==> config.mk <==
export PLATFORM = sky130hd
export DESIGN_NAME = psum_drain_collector
export DESIGN_NICKNAME = d
export VERILOG_FILES = /design/src/rtl/psum_drain_collector.sv
export SDC_FILE = /design/constraint.sdc
export NUM_CORES = 1
export LEC_CHECK = 0
export BUFFER_PORTS_ARGS = -buffer_cell sky130_fd_sc_hd__buf_2
export CAP_MARGIN = 20
export CORE_ASPECT_RATIO = 1.25
export CORE_MARGIN = 4
export CORE_UTILIZATION = 55
export CTS_CLUSTER_SIZE = 12
export DETAILED_ROUTE_END_ITERATION = 16
export PLACE_DENSITY_LB_ADDON = 0.15
export SETUP_SLACK_MARGIN = 0.15
export SKIP_LAST_GASP = 1
export SLEW_MARGIN = 25
export SYNTH_ARGS = -nofsm -noshare
export SYNTH_HDL_FRONTEND = slang
export SYNTH_SLANG_ARGS = --single-unit
==> constraint.sdc <==
create_clock -name clk -period 13.3 [get_ports clk]
set_clock_uncertainty 0.1 [all_clocks]
set_input_delay 0 -clock clk [delete_from_list [all_inputs] [get_ports clk]]
set_output_delay 0 -clock clk [all_outputs]
set_load 0.005 [all_outputs]
==> src/rtl/psum_drain_collector.sv <==
// South-edge collector: de-skews bottom-row psum lanes into aligned rows, buffers them
// in a show-ahead FIFO and writes them to the output SRAM. Optional macro DRAIN_RELU_EN.
module psum_drain_collector #(
   parameter int COLS       = 4,
   parameter int A_W        = 24,
   parameter int ADDR_W     = 10,
   parameter int FIFO_DEPTH = 4
) (
   input  logic                  clk,
   input  logic                  rst,
   input  logic                  start,
   input  logic [ADDR_W-1:0]     base_addr,
   input  logic [ADDR_W-1:0]     num_rows,
   input  logic [COLS*A_W-1:0]   psum_in,
   input  logic [COLS-1:0]       psum_vld,
   output logic                  mem_we,
   input  logic                  mem_ready,
   output logic [ADDR_W-1:0]     mem_addr,
   output logic [COLS*A_W-1:0]   mem_wdata,
   output logic                  busy,
   output logic                  done,
   output logic                  ovf_err,
   output logic                  skew_err
);

   localparam int PW = $clog2(FIFO_DEPTH);
   localparam int DW = COLS * A_W;

   typedef enum logic [1:0] {S_IDLE, S_DRAIN, S_DONE} state_t;

   state_t              r_state;
   logic [ADDR_W-1:0]   r_base;
   logic [ADDR_W-1:0]   r_num;
   logic [ADDR_W-1:0]   r_push_cnt;
   logic [ADDR_W-1:0]   r_wr_cnt;
   logic [ADDR_W-1:0]   r_drop_cnt;
   logic                r_ovf_err;
   logic                r_skew_err;
   logic [PW:0]         r_wptr;
   logic [PW:0]         r_rptr;
   logic [DW-1:0]       r_fifo [FIFO_DEPTH];
   logic [DW-1:0]       r_cap_data;
   logic [COLS-1:0]     r_cap_vld;

   logic [A_W-1:0]      w_lane_d [COLS];
   logic [COLS-1:0]     w_vld_d;
   logic [DW-1:0]       w_push_data;
   logic                w_empty, w_full;
   logic                w_row_full, w_row_mixed;
   logic                w_take, w_push, w_drop, w_we, w_wr, w_last;
   logic [ADDR_W:0]     w_retired;

   // Lane j waits COLS-1-j cycles so every lane of a row lands in the capture register together.
   for (genvar j = 0; j < COLS; j++) begin : g_lane
      localparam int D = COLS - 1 - j;
      if (D == 0) begin : g_direct
         assign w_lane_d[j] = psum_in[j*A_W +: A_W];
         assign w_vld_d[j]  = psum_vld[j];
      end else begin : g_dly
         logic [A_W-1:0] r_d [D];
         logic [D-1:0]   r_v;
         // NOTE: sequential state uses non-blocking assignments so every register samples pre-edge values.
         always_ff @(posedge clk or negedge rst) begin
            if (!rst) begin
               for (int k = 0; k < D; k++) r_d[k] <= '0;
               r_v <= '0;
            end else begin
               r_d[0] <= psum_in[j*A_W +: A_W];
               r_v[0] <= psum_vld[j];
               for (int k = 1; k < D; k++) begin
                  r_d[k] <= r_d[k-1];
                  r_v[k] <= r_v[k-1];
               end
            end
         end
         assign w_lane_d[j] = r_d[D-1];
         assign w_vld_d[j]  = r_v[D-1];
      end
   end

   always_ff @(posedge clk or negedge rst) begin
      if (!rst) begin
         r_cap_data <= '0;
         r_cap_vld  <= '0;
      end else begin
         r_cap_vld <= w_vld_d;
         for (int j = 0; j < COLS; j++) r_cap_data[j*A_W +: A_W] <= w_lane_d[j];
      end
   end

   // NOTE: every variable driven here gets a default first, so no latch can be inferred.
   always_comb begin
      w_push_data = r_cap_data;
`ifdef DRAIN_RELU_EN
      for (int j = 0; j < COLS; j++)
         if (r_cap_data[j*A_W + A_W - 1]) w_push_data[j*A_W +: A_W] = '0;
`endif
   end

   assign w_empty     = (r_wptr == r_rptr);
   assign w_full      = (r_wptr[PW] != r_rptr[PW]) && (r_wptr[PW-1:0] == r_rptr[PW-1:0]);
   assign w_row_full  = &r_cap_vld;
   assign w_row_mixed = (|r_cap_vld) && !w_row_full;

   // A row counts toward num_rows whether it is stored or dropped on a full FIFO.
   assign w_take    = (r_state == S_DRAIN) && w_row_full && (r_push_cnt < r_num);
   assign w_push    = w_take && !w_full;
   assign w_drop    = w_take && w_full;
   assign w_we      = (r_state == S_DRAIN) && !w_empty;
   assign w_wr      = w_we && mem_ready;
   assign w_retired = (ADDR_W+1)'(r_wr_cnt) + (ADDR_W+1)'(r_drop_cnt)
                    + (ADDR_W+1)'(w_drop) + (ADDR_W+1)'(1);
   assign w_last    = w_wr && (w_retired == {1'b0, r_num});

   // NOTE: FIFO storage has no reset; the pointers alone define its contents.
   always_ff @(posedge clk) begin
      if (w_push) r_fifo[r_wptr[PW-1:0]] <= w_push_data;
   end

   always_ff @(posedge clk or negedge rst) begin
      if (!rst) begin
         r_state    <= S_IDLE;
         r_base     <= '0;
         r_num      <= '0;
         r_push_cnt <= '0;
         r_wr_cnt   <= '0;
         r_drop_cnt <= '0;
         r_ovf_err  <= 1'b0;
         r_skew_err <= 1'b0;
         r_wptr     <= '0;
         r_rptr     <= '0;
      end else begin
         if (w_push) r_wptr <= r_wptr + 1'b1;
         if (w_wr)   r_rptr <= r_rptr + 1'b1;
         if (w_row_mixed) r_skew_err <= 1'b1;
         unique case (r_state)
            S_IDLE: if (start) begin
               r_base     <= base_addr;
               r_num      <= num_rows;
               r_push_cnt <= '0;
               r_wr_cnt   <= '0;
               r_drop_cnt <= '0;
               r_ovf_err  <= 1'b0;
               r_skew_err <= 1'b0;
               r_state    <= (num_rows == '0) ? S_DONE : S_DRAIN;
            end
            S_DRAIN: begin
               if (w_take) r_push_cnt <= r_push_cnt + 1'b1;
               if (w_drop) begin
                  r_drop_cnt <= r_drop_cnt + 1'b1;
                  r_ovf_err  <= 1'b1;
               end
               if (w_wr)   r_wr_cnt <= r_wr_cnt + 1'b1;
               if (w_last) r_state  <= S_DONE;
            end
            S_DONE:  r_state <= S_IDLE;
            default: r_state <= S_IDLE;
         endcase
      end
   end

   assign mem_we    = w_we;
   assign mem_addr  = r_base + r_wr_cnt;
   assign mem_wdata = w_we ? r_fifo[r_rptr[PW-1:0]] : '0;
   assign busy      = (r_state == S_DRAIN);
   assign done      = (r_state == S_DONE);
   assign ovf_err   = r_ovf_err;
   assign skew_err  = r_skew_err;

endmodule

==> results of run 1 <==
[worst max path at each step]
stage / start / end / slack (ns) / cells past startpoint
floorplan: r_num[5]$_DFFE_PN0P_ / r_fifo[3][0]$_DFFE_PP_ / 8.77 / 7
global placement: r_rptr[0]$_DFFE_PN0P_ / r_state[0]$_DFFE_PN0P_ / 8.80 / 15
detailed placement: r_rptr[0]$_DFFE_PN0P_ / r_state[0]$_DFFE_PN0P_ / 8.73 / 15
CTS: r_rptr[0]$_DFFE_PN0P_ / r_state[0]$_DFFE_PN0P_ / 8.71 / 15
global route: r_push_cnt[2]$_DFFE_PN0P_ / r_state[0]$_DFFE_PN0P_ / 8.60 / 17
finish: r_num[5]$_DFFE_PN0P_ / r_state[0]$_DFFE_PN0P_ / 8.94 / 17
[power breakdown]
group | leakage (uW) | internal, uW | switching (uW) | total (uW)
Clock | 0.000986 | 1020 | 770 | 1790
Combinational | 0.00409 | 824 | 815 | 1640
Sequential | 0.00714 | 2430 | 144 | 2570
[state kept, by name, indices dropped and copies added, names as in the netlist]
name              count
r_fifo              384
g_lane.g_dly.r_d    144
r_cap_data           96
r_base               10
r_drop_cnt           10
r_num                10
r_push_cnt           10
r_wr_cnt             10
g_lane.g_dly.r_v      6
r_cap_vld             4
r_rptr                3
r_wptr                3
r_state               2
ovf_err               1
skew_err              1
[critical path, cell delays in order, from the launching register on]
cell and delay, ns:
dfrtp_1 0.36, inv_1 0.07, ha_1 0.31, a211o_1 0.26, a21oi_1 0.29, o31a_1 0.26, o211ai_1 0.15, ha_1 0.31
inv_1 0.04, ha_1 0.19, fa_1 0.40, a211oi_1 0.43, o21bai_1 0.14, a21oi_1 0.30, a21oi_1 0.14, xnor2_1 0.18
nand4_1 0.13, a22o_1 0.19
[stage by stage]
stage	utilization	setup slack [ns]	hold slack, ns	power, uW	area (um2)
2_1_floorplan	-	8.77	-0.396	3570	24900
3_3_place_gp	0.601	8.80	0.00748	4190	26700
3_5_place_dp	0.601	8.73	0.00932	4210	26700
4_1_cts	0.700	8.71	0.00202	6070	31100
5_1_grt	0.701	8.60	0.0392	6340	31200
6_report	0.701	8.94	0.0396	6000	31200
[final cells by class]
type                       instances  share of cell area
clock buffer                     114              0.0622
clock inverter                    13             0.00374
inverter                          32             0.00386
multi-input combinational        561               0.171
sequential                       694               0.619
tap                              572              0.0230
timing repair buffer             479               0.117
[placed cells by master (no fill, tap or decap), drive strengths merged, types with 6 or more instances in the layout]
cell type    synthesis  final
a21oi               20     20
and2               104    104
buf                 13    250
clkbuf              28    114
clkinv               0      7
dfrtp              310    310
dlygate4sd3          0    229
edfxtp             384    384
ha                  46     46
inv                 32     36
mux4                96     96
nand2               75     75
nand2b               6      6
nand3               26     26
nand4                6      6
nor2                35     35
nor3                10     10
o211ai               8      8
o21ai               26     26
xnor2               28     28
xor2                15     15
[cells by family after synthesis]
| group | Yosys count | share of synthesized area |
|---|---|---|
| compound gates | 95 | 0.0268 |
| xor+xnor | 43 | 0.0151 |
| fa+ha+maj | 48 | 0.0248 |
| buf+inv | 73 | 0.0119 |
| flops | 694 | 0.776 |
| mux | 97 | 0.0873 |
| simple gates | 278 | 0.0586 |
[layer usage]
| metal | global-route usage | routed length, um | vias up |
|---|---|---|---|
| li1 | - | - | 5953 |
| met1 | 0.276 | 20300 | 6697 |
| met2 | 0.370 | 26500 | 325 |
| met3 | 0.0343 | 2250 | 70 |
| met4 | 0.0762 | 1260 | 0 |
| met5 | 0 | 0 | - |
==> run_results.csv, run 1 <==
group,metric,value,unit
layout,num_antenna_cells,0,
layout,fin_nets,2010,
detailed_routing,drt-pass1-iter-count,5,
job,drv_cap,0,
detailed_routing,drtAntennaViolNets,0,
grt,antenna_found_initial,0,
die,start_util,0.560,
detailed_routing,num_vias,13000,
layout,drive_gt1_frac,0.238,
min_path,hold_class,"primary input to register",
place,dpl.hpwl,28800,um
worst_setup_path,r2r_end,"r_state[0]$_DFFE_PN0P_",
die,num_rows,86,
die,fp.coreArea,44400,um2
synthesis,synthArstFlopShare,0.447,
synthesis,yosys-top-cells-area,"edfxtp_1, dfrtp_1, mux4_2, and2_1, ha_1",
detailed_routing,wl_per_cell,20.4,um
worst_setup_path,reg2reg_depth,17,
detailed_routing,route.detailed.drc,0,
synthesis,syn_avg_cell_area,18.7,um2
layout,stdcell_count,2465,
synthesis,synth_area,24900,um2
synthesis,yosysSeqAreaShare,0.776,
die,die_y,246,um
layout,multi_input_area,5310,um2
place,gp_congestion,0.865,
layout,nFillCells,2822,
worst_setup_path,cp.arrival,4.74,ns
synthesis,synth_top_cell_by_area,"edfxtp_1",
die,ios,235,
timing,worstMarginPinSlew,1.00,ns
min_path,hold_depth,4,
grt,grt_pass1_vias,14400,
grt,grt_overflow,0,
synthesis,syn_nets,1500,
synthesis,synth.top_cells.by_count,"edfxtp_1, dfrtp_1, and2_1, mux4_2, nand2_1",
worst_setup_path,r2r_slack,8.94,ns
synthesis,netlist_instances,1328,
pwr,total_leakage_power,0.0122,uW
timing,hold_violations,0,
status,status,"finished clean",
synthesis,yosys.area.top_type_share,0.464,
die,die_w,198,um
worst_setup_path,critPathCaptureType,"register",
layout,syn_to_final_growth,25.3,%
clock_tree,tritoncts,"yes",
place,place_inst,2105,
synthesis,synth.most_common_cell,"edfxtp_1",
synthesis,ys.flop_type,"edfxtp_1",
timing,slew-limit-headroom,0.331,
clock_tree,cts_buffer_depth,3,
die,die_area,48700,um2
synthesis,ys_warn_count,0,
clock_tree,clkSinkCount,694,
timing,grt_setup_unrepaired,"no",
detailed_routing,drt_iter0_drc,743,
timing,period_share,0.328,
clock_tree,post_cts_resized,0,
worst_setup_path,critPathLaunchType,"register",
clock_tree,cts_hold_buf,230,
synthesis,yosys.cell_types.count,60,
clock_tree,cts_buffers,70,
timing,fin_setup_tns,0,ns
timing,layout_min_cycle_time,4.36,ns
clock_tree,clock_latency,0.60,ns
timing,setup_violations,0,
min_path,holdPathEnd,"r_base[3]$_DFFE_PN0P_",
worst_setup_path,cp_max_fo,4,
min_path,min_from,"base_addr[3]",
detailed_routing,wl,50300,um
clock_tree,cts_setup_buffers,0,
detailed_routing,vias_per_cell,5.29,
pwr,p_per_area,193,nW/um2
clock_tree,cts_root_buf,"clkbuf_16",
synthesis,ys_ff_latch,694,
clock_tree,cts.htree.levels,3,
clock_tree,clk_pin_slew_worst_paths,0.06,ns
layout,ff_latch_area,19300,um2
worst_setup_path,worstSetupPathType,"register to register",
place,io_buffers,234,
grt,grt_pass1_wl,79500,um
grt,grt_max_degree,98,
timing,clock.fmax,229,MHz
worst_setup_path,critical_path_required,13.68,ns
timing,slew_violations,0,
synthesis,synth_edf_count,384,
grt,grt_use_total,0.214,
pwr,ir_worst_vdd,119,uV
worst_setup_path,rr_startpoint,"r_num[5]$_DFFE_PN0P_",
(Power assumes the default switching activity.)
==> run 2, diff against run 1 <==
--- a/config.mk
+++ b/config.mk
@@ -9,7 +9,7 @@
 export CAP_MARGIN = 20
 export CORE_ASPECT_RATIO = 1.25
 export CORE_MARGIN = 4
-export CORE_UTILIZATION = 55
+export CORE_UTILIZATION = 53
 export CTS_CLUSTER_SIZE = 12
 export DETAILED_ROUTE_END_ITERATION = 16
 export PLACE_DENSITY_LB_ADDON = 0.15
==> constraint.sdc (replaced) <==
create_clock -name clk -period 3.8 [get_ports clk]
set_clock_uncertainty 0.1 [all_clocks]
set_input_delay 0 -clock clk [delete_from_list [all_inputs] [get_ports clk]]
set_output_delay 0 -clock clk [all_outputs]
set_load 0.005 [all_outputs]
==> run_results.csv, run 2 (synthesized netlist as in run 1, its figures left out) <==
group,metric,value,unit
grt,grt_pass1_vias,14800,
worst_setup_path,critPathLaunch,"r_num[9]$_DFFE_PN0P_",
detailed_routing,drt_iter0_drc,690,
die,die_y,250,um
pwr,total_leakage_power,0.0125,uW
grt,grt_overflow,0,
grt,antenna_found_initial,0,
die,die_area,50500,um2
detailed_routing,route.detailed.drc,0,
worst_setup_path,cp_slowest_cell,"a2111oi_4",
worst_setup_path,cp_cell_sequence,"inv_1, ha_2, a2111oi_4, o211ai_1, ha_1, inv_2, ha_4, fa_2, buf_4, xnor2_1, xnor2_1, nor4b_2, and3_1, nand4_1, a22o_1",
die,fp.coreArea,46200,um2
job,drv_cap,0,
pwr,p_per_area,677,nW/um2
die,die_w,202,um
clock_tree,clkSinkCount,694,
timing,hold_violations,0,
grt,grt_pass1_wl,81900,um
layout,num_antenna_cells,0,
layout,fin_util,0.689,
place,dpl.hpwl,28900,um
worst_setup_path,critical_path_required,4.16,ns
worst_setup_path,cp_max_fo,4,
worst_setup_path,rr_startpoint,"r_num[9]$_DFFE_PN0P_",
worst_setup_path,cp.arrival,4.18,ns
layout,nFillCells,3039,
grt,grt_max_degree,99,
timing,worstMarginPinSlew,0.860,ns
timing,layout_min_cycle_time,3.82,ns
timing,slew-limit-headroom,0.426,
place,io_buffers,234,
clock_tree,tritoncts,"yes",
detailed_routing,drtAntennaViolNets,0,
worst_setup_path,worstSetupPathType,"register to register",
pwr,ir_worst_vdd,548,uV
place,gp_congestion,0.860,
layout,final_cell_mix,"edfxtp_1, dfrtp_1, dlygate4sd3_1",
timing,clock.fmax,262,MHz
status,status,"finished, violations left",
clock_tree,clk_pin_slew_worst_paths,0.06,ns
die,ios,235,
die,start_util,0.538,
timing,whs,0.0484,ns
timing,slew_violations,0,
worst_setup_path,critPathLaunchType,"register",
die,num_rows,88,
detailed_routing,drt-pass1-iter-count,5,
clock_tree,cts_buffers,70,
detailed_routing,wl_per_cell,20.4,um
timing,grt_setup_unrepaired,"yes",
detailed_routing,vias_per_cell,5.26,
layout,final_common_cell,"edfxtp_1",
grt,grt_use_total,0.209,
worst_setup_path,crit_top_cell,"xnor2_1",
detailed_routing,wl,51500,um
worst_setup_path,max_stage_delay,0.39,ns
layout,syn_to_final_growth,28.0,%
timing,fin_setup_tns,-0.0269,ns
min_path,min_from,"base_addr[8]",
worst_setup_path,critPathCaptureType,"register",
status,violations,"setup timing",
min_path,hold_class,"primary input to register",
clock_tree,clock_latency,0.58,ns
clock_tree,cts.htree.levels,3,
clock_tree,cts_root_buf,"clkbuf_16",
detailed_routing,num_vias,13300,
timing,setup_violations,2,
timing,period_share,1.01,
layout,largest_register_ffs,384,
layout,fin_nets,2056,
layout,drive_gt1_frac,0.262,
clock_tree,cts_buffer_depth,3,
place,pre_cts_ws,-0.272,ns
timing,layout_setup_ws,-0.0215,ns
==> run 2: cell types whose count changed in the layout (fill, tap and decap cells not counted), sizes merged <==
cell / change
bufinv: -1
clkinvlp: -1
dlygate4sd3: +6
clkbuf: +7
clkinv: -1
inv: -3
buf: +40
==> run 2: layout make-up <==
| class | count | area, um2 | area share |
|---|---|---|---|
| inverter | 32 | 120 | 0.00377 |
| tap | 585 | 732 | 0.0230 |
| multi-input combinational | 561 | 5400 | 0.169 |
| sequential | 694 | 19300 | 0.606 |
| clock buffer | 121 | 2090 | 0.0656 |
| clock inverter | 7 | 58.8 | 0.00185 |
| timing repair buffer | 525 | 4150 | 0.130 |
==> run 2: power by group <==
group          leakage [uW]  switching [uW]  total, uW  internal (uW)
Combinational       0.00435            3170       6330           3160
Clock               0.00103            2670       6410           3740
Sequential          0.00714             325       8820           8500
==> run 2: final timing paths <==
check	endpoint	slack, ns	cells after the start
min	r_base[8]$_DFFE_PN0P_	0.05	4
min in group asynchronous	g_lane[1].g_dly.r_v[0]$_DFF_PN0_	0.39	3
max in group asynchronous	r_cap_data[94]$_DFF_PN0_	2.42	4
max	r_state[0]$_DFFE_PN0P_	-0.02	15
min reg2reg	g_lane[1].g_dly.r_d[14]$_DFF_PN0_	0.23	0
max reg2reg	r_state[0]$_DFFE_PN0P_	-0.02	15
==> run 2: critical path: cells and delay by family, from the launching register on <==
| family | cells | cell delay, ns |
|---|---|---|
| adders and majority gates | 4 | 1.13 |
| and+or+nand+nor | 3 | 0.68 |
| DFF | 1 | 0.38 |
| AOI/OAI and AO/OA | 3 | 0.86 |
| xor gates and xnor gates | 2 | 0.26 |
| buffers and inverters | 3 | 0.28 |
==> run 2: metrics by stage <==
stage	total power [uW]	cells	area (um2)
2_1_floorplan	12500	1328	24900
3_3_place_gp	15000	2154	27200
3_5_place_dp	15000	2154	27200
4_1_cts	21800	2522	31800
5_1_grt	22800	2525	31800
6_report	21600	2525	31800
==> run 2: metal layers <==
metal	global-route usage	wire, um
met1	0.283	21800
met2	0.356	26600
met3	0.0353	1970
met4	0.0621	1090
met5	0	0
==> run 2: repair_timing <==
item / CTS / global route
pin swaps: 16 / 4
endpoints found under the setup margin: 2 / 2
endpoints found under the hold margin: 307 / 0
buffers inserted: 4 / 3
hold buffers: 236 / 0
gates resized for setup: 8 / 8
==> run 3, diff against run 2 <==
==> constraint.sdc (replaced) <==
create_clock -name clk -period 3.8 [get_ports clk]
set_clock_uncertainty 0.1 [all_clocks]
set_input_delay 0.76 -clock clk [delete_from_list [all_inputs] [get_ports clk]]
set_output_delay 0.76 -clock clk [all_outputs]
set_load 0.005 [all_outputs]
==> run_results.csv, run 3 (synthesized netlist as in run 1, its figures left out) <==
group,metric,value,unit
detailed_routing,wl_per_cell,21.2,um
timing,worstMarginPinSlew,0.792,ns
worst_setup_path,critPathLaunchType,"register",
clock_tree,cts_buffers,70,
min_path,hold_class,"primary input to async pin",
place,dpl.hpwl,29200,um
grt,antenna_found_initial,2,
clock_tree,tritoncts,"yes",
die,num_rows,88,
layout,fin_nets,1818,
place,gp_congestion,0.824,
clock_tree,clock_latency,0.58,ns
detailed_routing,wl,48500,um
die,fp.coreArea,46200,um2
detailed_routing,route.detailed.drc,0,
worst_setup_path,cp.arrival,4.12,ns
detailed_routing,drt-pass1-iter-count,5,
layout,nFillCells,3291,
layout,fin_util,0.639,
die,ios,235,
detailed_routing,vias_per_cell,5.39,
clock_tree,cts_root_buf,"clkbuf_16",
worst_setup_path,r2r_end,"r_state[0]$_DFFE_PN0P_",
detailed_routing,num_vias,12300,
layout,stdcell_count,2288,
timing,fin_setup_tns,0,ns
clock_tree,cts.htree.levels,3,
worst_setup_path,rr_startpoint,"r_num[2]$_DFFE_PN0P_",
worst_setup_path,critPathCaptureType,"register",
worst_setup_path,reg2reg_depth,17,
layout,final_common_cell,"edfxtp_1",
grt,grt_overflow,0,
timing,layout_min_cycle_time,3.76,ns
timing,period_share,0.989,
worst_setup_path,cp_max_fo,2,
place,io_buffers,234,
clock_tree,cts_buffer_depth,3,
worst_setup_path,r2r_slack,0.04,ns
clock_tree,cts_hold_buf,0,
status,status,"finished clean",
detailed_routing,drt_iter0_drc,500,
die,die_area,50500,um2
layout,final_cell_mix,"edfxtp_1, dfrtp_1, buf_2",
timing,slew-limit-headroom,0.472,
grt,grt_max_degree,99,
die,start_util,0.538,
place,place_inst,2144,
layout,drive_gt1_frac,0.297,
clock_tree,clk_pin_slew_worst_paths,0.06,ns
timing,grt_setup_unrepaired,"yes",
die,die_w,202,um
pwr,total_leakage_power,0.0116,uW
timing,slew_violations,0,
pwr,p_per_area,727,nW/um2
timing,hold_violations,0,
grt,grt_pass1_vias,13200,
clock_tree,clkSinkCount,694,
pwr,ir_worst_vdd,445,uV
layout,num_antenna_cells,0,
worst_setup_path,critical_path_required,4.16,ns
detailed_routing,drtAntennaViolNets,0,
grt,grt_pass1_wl,75900,um
timing,setup_violations,0,
worst_setup_path,worstSetupPathType,"register to register",
job,drv_cap,0,
grt,grt_use_total,0.196,
timing,clock.fmax,266,MHz
die,die_y,250,um
layout,largest_register_ffs,384,
layout,syn_to_final_growth,18.8,%
run 3: cell types whose count changed in the layout (fill, tap and decap cells not counted), sizes merged:
cell	change
clkinv	-1
dlygate4sd3	-235
bufinv	+3
clkbuf	-1
buf	-3
run 3: power by group:
group	internal [uW]	switching, uW
Sequential	8500	331
Combinational	3000	3090
Clock	3890	2680
Total	15400	6100
run 3: cell type report:
cell class | count | area, um2 | share of cell area
Clock buffer | 120 | 2050 | 0.0695
Clock inverter | 9 | 143 | 0.00483
Inverter | 32 | 120 | 0.00407
Multi-Input combinational cell | 561 | 5400 | 0.183
Sequential cell | 694 | 19300 | 0.653
Tap cell | 585 | 732 | 0.0248
Timing Repair Buffer | 287 | 1800 | 0.0610
run 3: worst max-delay path: stages, from the launching register on:
cell and delay [ns]:
dfrtp_1 0.34, inv_1 0.06, ha_1 0.30, nand2_1 0.06, o21ai_1 0.15, a21oi_2 0.08
o31a_1 0.31, o211ai_1 0.25, ha_1 0.28, inv_1 0.06, ha_2 0.18, fa_2 0.45
xnor2_2 0.16, nand4_1 0.12, nor4b_2 0.21, and3_1 0.17, nand4_1 0.13, a22o_1 0.21
run 3: repair_timing:
item | CTS | global route
buffers inserted | 5 | 10
resized for setup | 10 | 12
pin swaps | 14 | 21
setup endpoints to repair | 63 | 66
run 3: through the flow:
step / hold slack, ns / power [uW] / worst slack, ns / cell area, um2
after CTS: 0.0659 / 21700 / 0.101 / 29400
after global placement: 0.231 / 15000 / 0.0467 / 27100
after detailed placement: 0.235 / 15000 / 0.00177 / 27100
after floorplan: 0.231 / 12500 / 0.167 / 24900
final: 0.0562 / 21500 / 0.0434 / 29500
after global routing: 0.0980 / 22700 / -0.112 / 29500
run 3: how the worst max path moves through the flow:
stage | cells after the start | to | slack, ns | from
finish | 17 | r_state[0]$_DFFE_PN0P_ | 0.04 | r_num[2]$_DFFE_PN0P_
global route | 17 | r_state[0]$_DFFE_PN0P_ | -0.11 | r_num[2]$_DFFE_PN0P_
CTS | 17 | r_state[0]$_DFFE_PN0P_ | 0.10 | r_num[5]$_DFFE_PN0P_
detailed placement | 17 | r_state[0]$_DFFE_PN0P_ | 0.002 | r_num[5]$_DFFE_PN0P_
global placement | 17 | r_state[0]$_DFFE_PN0P_ | 0.05 | r_num[2]$_DFFE_PN0P_
floorplan | 17 | r_state[0]$_DFFE_PN0P_ | 0.17 | r_num[5]$_DFFE_PN0P_
run 3: metal layers:
layer  global-route usage  part of all wire  wire [um]
met5                    0           0.00056         27
met2                0.337              0.52      25400
met4               0.0567             0.017        833
met3               0.0333             0.047       2280
met1                0.263              0.41      20000
